==> src/rtl/ps2_scan_receiver.sv <==
// ps2_scan_receiver
// PS/2 keyboard receive front end. Synchronises and filters the raw PS/2
// clock and data lines, deserialises 11-bit device-to-host frames and
// resolves the E0 (extended) and F0 (break) prefix bytes into one scan-code
// event per key action.
//
// Build option: define PS2_PARITY_CHECK_EN to reject frames whose data bits
// plus parity bit do not have odd parity. Without it the parity bit is
// sampled and ignored, and only the stop bit is checked.
//
// Handshake: key_valid, key_release and frame_err are single-cycle,
// mutually exclusive pulses with no back-pressure. key_code/key_ext are
// loaded in the same cycle as key_valid/key_release and hold until the
// next emitted key event. The consumer must accept a pulse the cycle it
// is seen.
//
// fsm_state exposes the frame FSM encoding (0 IDLE, 1 DATA, 2 STOP) for
// observation only.

module ps2_scan_receiver #(
  parameter int FILTER_LEN     = 8,
  parameter int TIMEOUT_CYCLES = 50000
) (
  input  logic       clk,
  input  logic       reset,
  input  logic       ps2c,
  input  logic       ps2d,
  input  logic       rx_en,
  output logic [7:0] key_code,
  output logic       key_ext,
  output logic       key_valid,
  output logic       key_release,
  output logic       frame_err,
  output logic [1:0] fsm_state
);

  localparam int WD_W = (TIMEOUT_CYCLES > 2) ? $clog2(TIMEOUT_CYCLES) : 1;
  localparam logic [WD_W-1:0] WD_LAST = WD_W'(TIMEOUT_CYCLES - 1);

  localparam logic [7:0] BYTE_EXT = 8'hE0;
  localparam logic [7:0] BYTE_BRK = 8'hF0;

  typedef enum logic [1:0] {
    IDLE = 2'd0,
    DATA = 2'd1,
    STOP = 2'd2
  } state_t;

  state_t                state;
  logic                  c_meta;
  logic                  c_sync;
  logic                  d_meta;
  logic                  d_sync;
  logic [FILTER_LEN-1:0] c_sr;
  logic                  filt;
  logic                  filt_d;
  logic                  fall;
  logic [3:0]            bit_cnt;
  logic [7:0]            data_sr;
  logic [WD_W-1:0]       wd_cnt;
  logic                  wd_expired;
  logic                  ext;
  logic                  brk;
  logic                  frame_good;

  // Two-flop synchronisers; the idle level of both PS/2 lines is high.
  always_ff @(posedge clk or posedge reset) begin
    if (reset) begin
      c_meta <= 1'b1;
      c_sync <= 1'b1;
      d_meta <= 1'b1;
      d_sync <= 1'b1;
    end else begin
      c_meta <= ps2c;
      c_sync <= c_meta;
      d_meta <= ps2d;
      d_sync <= d_meta;
    end
  end

  // Clock glitch filter: the level only moves once FILTER_LEN samples agree.
  always_ff @(posedge clk or posedge reset) begin
    if (reset) begin
      c_sr   <= '1;
      filt   <= 1'b1;
      filt_d <= 1'b1;
    end else begin
      c_sr   <= {c_sr[FILTER_LEN-2:0], c_sync};
      filt_d <= filt;
      if (&c_sr) begin
        filt <= 1'b1;
      end else if (~|c_sr) begin
        filt <= 1'b0;
      end
    end
  end

  assign fall       = filt_d & ~filt;
  assign wd_expired = (wd_cnt == WD_LAST);
  assign fsm_state  = state;

`ifdef PS2_PARITY_CHECK_EN
  // Running XOR of data and parity bits; odd parity leaves it at 1.
  logic par_acc;

  always_ff @(posedge clk or posedge reset) begin
    if (reset) begin
      par_acc <= 1'b0;
    end else if (state == IDLE) begin
      par_acc <= 1'b0;
    end else if (state == DATA && fall) begin
      par_acc <= par_acc ^ d_sync;
    end
  end

  assign frame_good = d_sync & par_acc;
`else
  assign frame_good = d_sync;
`endif

  // Frame FSM, watchdog, prefix resolution and registered event outputs.
  always_ff @(posedge clk or posedge reset) begin
    if (reset) begin
      state       <= IDLE;
      bit_cnt     <= 4'd0;
      data_sr     <= 8'h00;
      wd_cnt      <= '0;
      ext         <= 1'b0;
      brk         <= 1'b0;
      key_code    <= 8'h00;
      key_ext     <= 1'b0;
      key_valid   <= 1'b0;
      key_release <= 1'b0;
      frame_err   <= 1'b0;
    end else begin
      key_valid   <= 1'b0;
      key_release <= 1'b0;
      frame_err   <= 1'b0;

      if (state == IDLE || fall) begin
        wd_cnt <= '0;
      end else begin
        wd_cnt <= wd_cnt + WD_W'(1);
      end

      case (state)
        IDLE: begin
          if (fall && rx_en && !d_sync) begin
            state   <= DATA;
            bit_cnt <= 4'd0;
          end
        end

        DATA: begin
          if (fall) begin
            // Bits 0-7 shift in LSB-first; bit 8 (parity) is not stored.
            if (bit_cnt < 4'd8) begin
              data_sr <= {d_sync, data_sr[7:1]};
            end
            if (bit_cnt == 4'd8) begin
              state <= STOP;
            end
            bit_cnt <= bit_cnt + 4'd1;
          end else if (wd_expired) begin
            state     <= IDLE;
            frame_err <= 1'b1;
            ext       <= 1'b0;
            brk       <= 1'b0;
          end
        end

        STOP: begin
          if (fall) begin
            state <= IDLE;
            if (!frame_good) begin
              frame_err <= 1'b1;
              ext       <= 1'b0;
              brk       <= 1'b0;
            end else if (data_sr == BYTE_EXT) begin
              ext <= 1'b1;
            end else if (data_sr == BYTE_BRK) begin
              brk <= 1'b1;
            end else begin
              key_code    <= data_sr;
              key_ext     <= ext;
              key_release <= brk;
              key_valid   <= ~brk;
              ext         <= 1'b0;
              brk         <= 1'b0;
            end
          end else if (wd_expired) begin
            state     <= IDLE;
            frame_err <= 1'b1;
            ext       <= 1'b0;
            brk       <= 1'b0;
          end
        end

        default: begin
          state <= IDLE;
        end
      endcase
    end
  end

endmodule

==> config.mk <==
export PLATFORM = sky130hd
export DESIGN_NAME = ps2_scan_receiver
export DESIGN_NICKNAME = d
export VERILOG_FILES = /design/src/rtl/ps2_scan_receiver.sv
export SDC_FILE = /design/constraint.sdc
export NUM_CORES = 1
export LEC_CHECK = 0
export ABC_CLOCK_PERIOD_IN_PS = 3550
export CELL_PAD_IN_SITES_DETAIL_PLACEMENT = 1
export CELL_PAD_IN_SITES_GLOBAL_PLACEMENT = 1
export CORE_ASPECT_RATIO = 0.9
export CORE_MARGIN = 1.5
export CORE_UTILIZATION = 53
export CTS_BUF_LIST = sky130_fd_sc_hd__clkbuf_8
export CTS_CLUSTER_DIAMETER = 120
export DETAILED_ROUTE_END_ITERATION = 12
export HOLD_SLACK_MARGIN = 0.08
export PLACE_DENSITY = 0.89
export SYNTH_ARGS = -nofsm -noshare
export SYNTH_HDL_FRONTEND = slang
export SYNTH_SLANG_ARGS = --single-unit
==> constraint.sdc <==
create_clock -name clk -period 3.55 [get_ports clk]
set_clock_uncertainty 0.15 [all_clocks]
set_input_delay 0.71 -clock clk [delete_from_list [all_inputs] [get_ports clk]]
set_output_delay 0.71 -clock clk [all_outputs]
set_load 0.02 [all_outputs]
; Word-level counts from Yosys, hierarchy flattened
; Cells that the tools add are included.
[word_totals]
ff_bits = 58
output_inout_bits = 14
[op_classes]
n_addsub = 2
order_cmp = 1
eq_ne = 13
muxes = 41
bitwise_logic = 5
n_reduce_logical = 15
[ops]
columns = cell, count
row1 = 1-bit 2-to-1 mux, 28
row2 = 16-bit by 1-bit adder with 16-bit output (second input constant), 1
row3 = 16-bit == test (second input constant), 1
row4 = 8-bit == test (second input constant), 2
row5 = 16-bit 2-to-1 mux, 1
row6 = 3-bit AND reduction, 4
row7 = 2-bit 2-to-1 mux, 5
row8 = 4-bit 2-to-1 mux, 2
row9 = 4-bit case mux with 2 select lines, 1
row10 = 8-bit AND reduction, 1
row11 = 8-bit OR reduction, 1
row12 = 2-bit inequality test (second input constant), 3
row13 = 1-bit case mux with 2 select lines, 3
row14 = 2-bit case mux with 3 select lines, 1
row15 = 5-bit inequality test (second input constant), 1
row16 = 5-bit AND reduction, 1
row17 = 4-bit by 1-bit adder with 4-bit output (second input constant), 1
row18 = 4-bit == test (second input constant), 1
row19 = 4-bit < comparator (second input constant), 1
row20 = 4-bit inequality test (second input constant), 1
row21 = 1-bit inverter, 4
row22 = 2-bit nonzero test, 2
row23 = 3-bit inequality test (second input constant), 1
row24 = 2-bit by 1-bit == test with 1-bit output (second input constant), 1
row25 = 8 further kinds, 9

; Depth between registers and ports, before layout
[logic_depth]
word_depth = 6
mapped_depth = 7
depth_no_buf = 6

; Worst setup path before layout
; OpenSTA, ideal clock, no wires.
[synth_path]
kind = register to register
start = register state[1] (netlist: fsm_state[1])
end = register data_sr[0]
setup_time_ns = 0.125
arrival_ns = 1.694
required_ns = 3.275
path_slack_ns = 1.581
stages_incl_launch_ff = 7
n_path_buf = 1
path_cell_list = dfrtp_1 -> inv_1 -> ha_1 -> buf_2 -> nand3b_1 -> nor2_2 -> mux2_2
[synth_between]
elab_chain_cells = 2
[synth_lines]
columns = item, line_no
row1 = start: declaration, 49  ; state_t state;
row2 = start signal: assignment, 124  ; state <= IDLE;
row3 = start signal: assignment, 149  ; state <= DATA;
row4 = start signal: assignment, 161  ; state <= STOP;
row5 = 2-bit by 1-bit == test with 1-bit output, 146  ; case (state)
row6 = 3-bit AND reduction (no source line), n/a
row7 = end signal: assignment, 158  ; data_sr <= {d_sync, data_sr[7:1]};
row8 = end: declaration, 59  ; logic [7:0] data_sr;
; No other way between the ends.
; A chain may end at the register's enable or synchronous reset.

; Worst setup path in the final report
[layout_path]
start = register state[1] (netlist: fsm_state[1])
end = register data_sr[4]
; The elaborated chain is that of the path after synthesis.

==> results.toml <==
[routing]
top_layer = "met4"
num_vias = 1833
drt-met1-wl_um = 2560
wirelength_um = 5880
route.met2.wl_um = 2930
drt_iter0_drc = 114
avgRoutedWirePerCell_um = 18.6
antenna_left = 0
wl_met3_um = 236
first_pass_iters = 4
vias_per_cell = 5.80
drc = 0

[floorplanning]
start_util_pct = 54.6
die_w_um = 77.1
rows = 24
fp.dieH_um = 69.7
core_area_um2 = 4800
ios = 19
fp.dieArea_um2 = 5380

[cts]
h-tree-depth = 3
worstSkewPairLatency_ns = 0.35
clock-root-buffer = "clkbuf_8"
clockBufferDepth = 2
cts.sinks = 58
cts_hold_buf = 0
cts_buffers = 9
cts_tree = "done"
postCtsSetupRepairBufs = 0
clk_pin_slew_ns = 0.07
ctsResizeCount = 0

[placement]
hpwl_um = 3930
port_buffers = 18
place_area_um2 = 2880
routabilityCongestion = 0.769

[worst_setup_path]
cp.arrival_ns = 2.34
max_stage_delay_ns = 0.41
path_cells = "inv_1, ha_1, nand3b_1, nor2_2, mux2_2"
ff2ff_setup_slack_ns = 1.29
crit_slowest_cell = "dfrtp_1"
critPathRequiredTime_ns = 3.63
cp_max_fo = 10
critical_path_class = "reg2reg"
crit_path_end_kind = "register"
startpoint_type = "register"

[sta]
maxSlewHeadroom_pct = 68.4
min_period_ns = 2.26
hold_violations = 0
fmax_mhz = 443
drv_slew = 0
worstMarginPinSlew_ns = 0.473
fin_crit_sh_pct = 63.7
rsz0062_at_grt = "no"
setup_violations = 0
setup_tns_ns = 0

[run]
maxCapViolations = 0

[yosys]
synth-simple-area-share_pct = 20.6
synth_top_area_share_pct = 42.0
synth_top_family_by_area = "simple AND/OR/NAND/NOR gates"
synthesis.instances = 221
synth_area_um2 = 2620
synth_largest_area_cell = "dfrtp_1"
synth_edf_count = 0
ys_warn_count = 0
yosys_register_bits = 58
synth-adder-area-share_pct = 3.34
synth.net_count = 233
synthMuxAreaShare_pct = 6.44
yosysUniqueCellTypes = 55
yosys-top-cells-area = "dfrtp_1, dfstp_2, mux2_2"
synth_xor_area_share_pct = 3.01
synth_compound_area_share_pct = 8.16
async_flop_share_pct = 100
avgSynthCellArea_um2 = 11.9
synth_ff_type = "dfrtp_1"
ys_seq_area_share_pct = 56.0

[grt]
first_global_vias = 2018
grt-ovfl-total = 0
grt_pass1_wl_um = 9970
grt_max_degree = 59
antenna_found_initial = 0
track_usage_pct = 24.8

[finish]
final_nets = 258
fill_cells = 485
utilization_pct = 64.6
final_area_um2 = 3100
antenna_cells = 0
post_route_cells_drive_above_1_share_pct = 23.9
areaGrowthSynthToFinish_pct = 18.3

[pwr]
leakage_nw = 1.35
vdd_drop_max_v = 0.000560
pwr_density_cell_nw_per_um2 = 589

[run_status]
status = "finished, final reports clean"

[min_path]
hold_path_class = "reg2reg"
-- area by class of cell --
type | count | area (µm²) | area share, %
Clock buffer | 9 | 124 | 3.99
Clock inverter | 7 | 101 | 3.27
Inverter | 10 | 37.5 | 1.21
Multi-Input combinational cell | 148 | 1090 | 35.1
Sequential cell | 58 | 1470 | 47.4
Tap cell | 65 | 81.3 | 2.62
Timing Repair Buffer | 19 | 200 | 6.45
-- metal layers --
metal	track usage [%]	vias to the layer above
li1	-	848
met1	29.0	923
met2	41.1	45
met3	8.55	17
met4	10.9	0
met5	0	-
-- where the power goes --
group          switching (mW)  internal [mW]
clock                   0.291          0.401
combinational           0.232          0.132
sequential             0.0530          0.716
-- logic make-up (layout without fill, tap and decap cells) --
group           count (synthesis)  in the layout
simple gates                   84             84
flops                          58             58
compound gates                 33             33
mux                            15             15
buf+inv                        15             45
xor+xnor                        9              9
fa+ha+maj                       7              7
-- flip-flops by register name, summed over array words and instances, names as in the netlist, 2 cells and up --
name,count
key_code,8
wd_cnt,16
c_sr,8
fsm_state,2
bit_cnt,4
data_sr,8
-- path summary, 6_finish.rpt --
check	startpoint	end	cells past startpoint
min reg2reg	c_sync	c_sr[0]	0
max in group asynchronous	reset	d_sync	3
min in group asynchronous	reset	data_sr[4]	3
max reg2reg	fsm_state[1]	data_sr[4]	5
max	fsm_state[1]	data_sr[4]	5
min	c_sync	c_sr[0]	0
-- cell usage in the layout, fill, tap and decap left out, drive strengths merged, types with 9 or more instances in the layout --
master and instances:
clkbuf 9, clkdlybuf4s50 18, dfrtp 44, dfstp 14
inv 12, mux2 15, nand2 12, nand3 9
nor2 20, nor3 10, o21ai 12
-- worst max-delay path, delay by kind of cell (launching register included) --
family,cells,cell delay [ns]
AND/OR/NAND/NOR,2,0.65
buffers and inverters,1,0.14
flip-flops,1,0.41
multiplexers,1,0.41
adder cells (fa/ha/maj),1,0.38
-- synthesized netlist by cell type (3+ instances only) --
cell type  instances
a21oi_1            7
and2_1             3
buf_2              3
dfrtp_1           44
dfstp_2           14
ha_1               7
inv_1             10
mux2_2            15
nand2_1           12
nand2b_1           3
nand3_1            8
nand3b_1           3
nand4_1            3
nor2_1            17
nor3_1             9
o21ai_0           11
xnor2_1            7
-- through the flow --
| stage | total power [mW] | setup WS [ns] | hold slack (ns) | cells |
|---|---|---|---|---|
| after global routing | 1.92 | 1.12 | 0.212 | 316 |
| after global placement | 1.11 | 1.44 | 0.196 | 300 |
| after floorplan | 1.02 | 1.29 | 0.195 | 221 |
| after CTS | 1.84 | 1.29 | 0.209 | 316 |
| after detailed placement | 1.14 | 1.34 | 0.198 | 300 |
| final | 1.83 | 1.29 | 0.209 | 316 |
(Power assumes the default switching activity.)
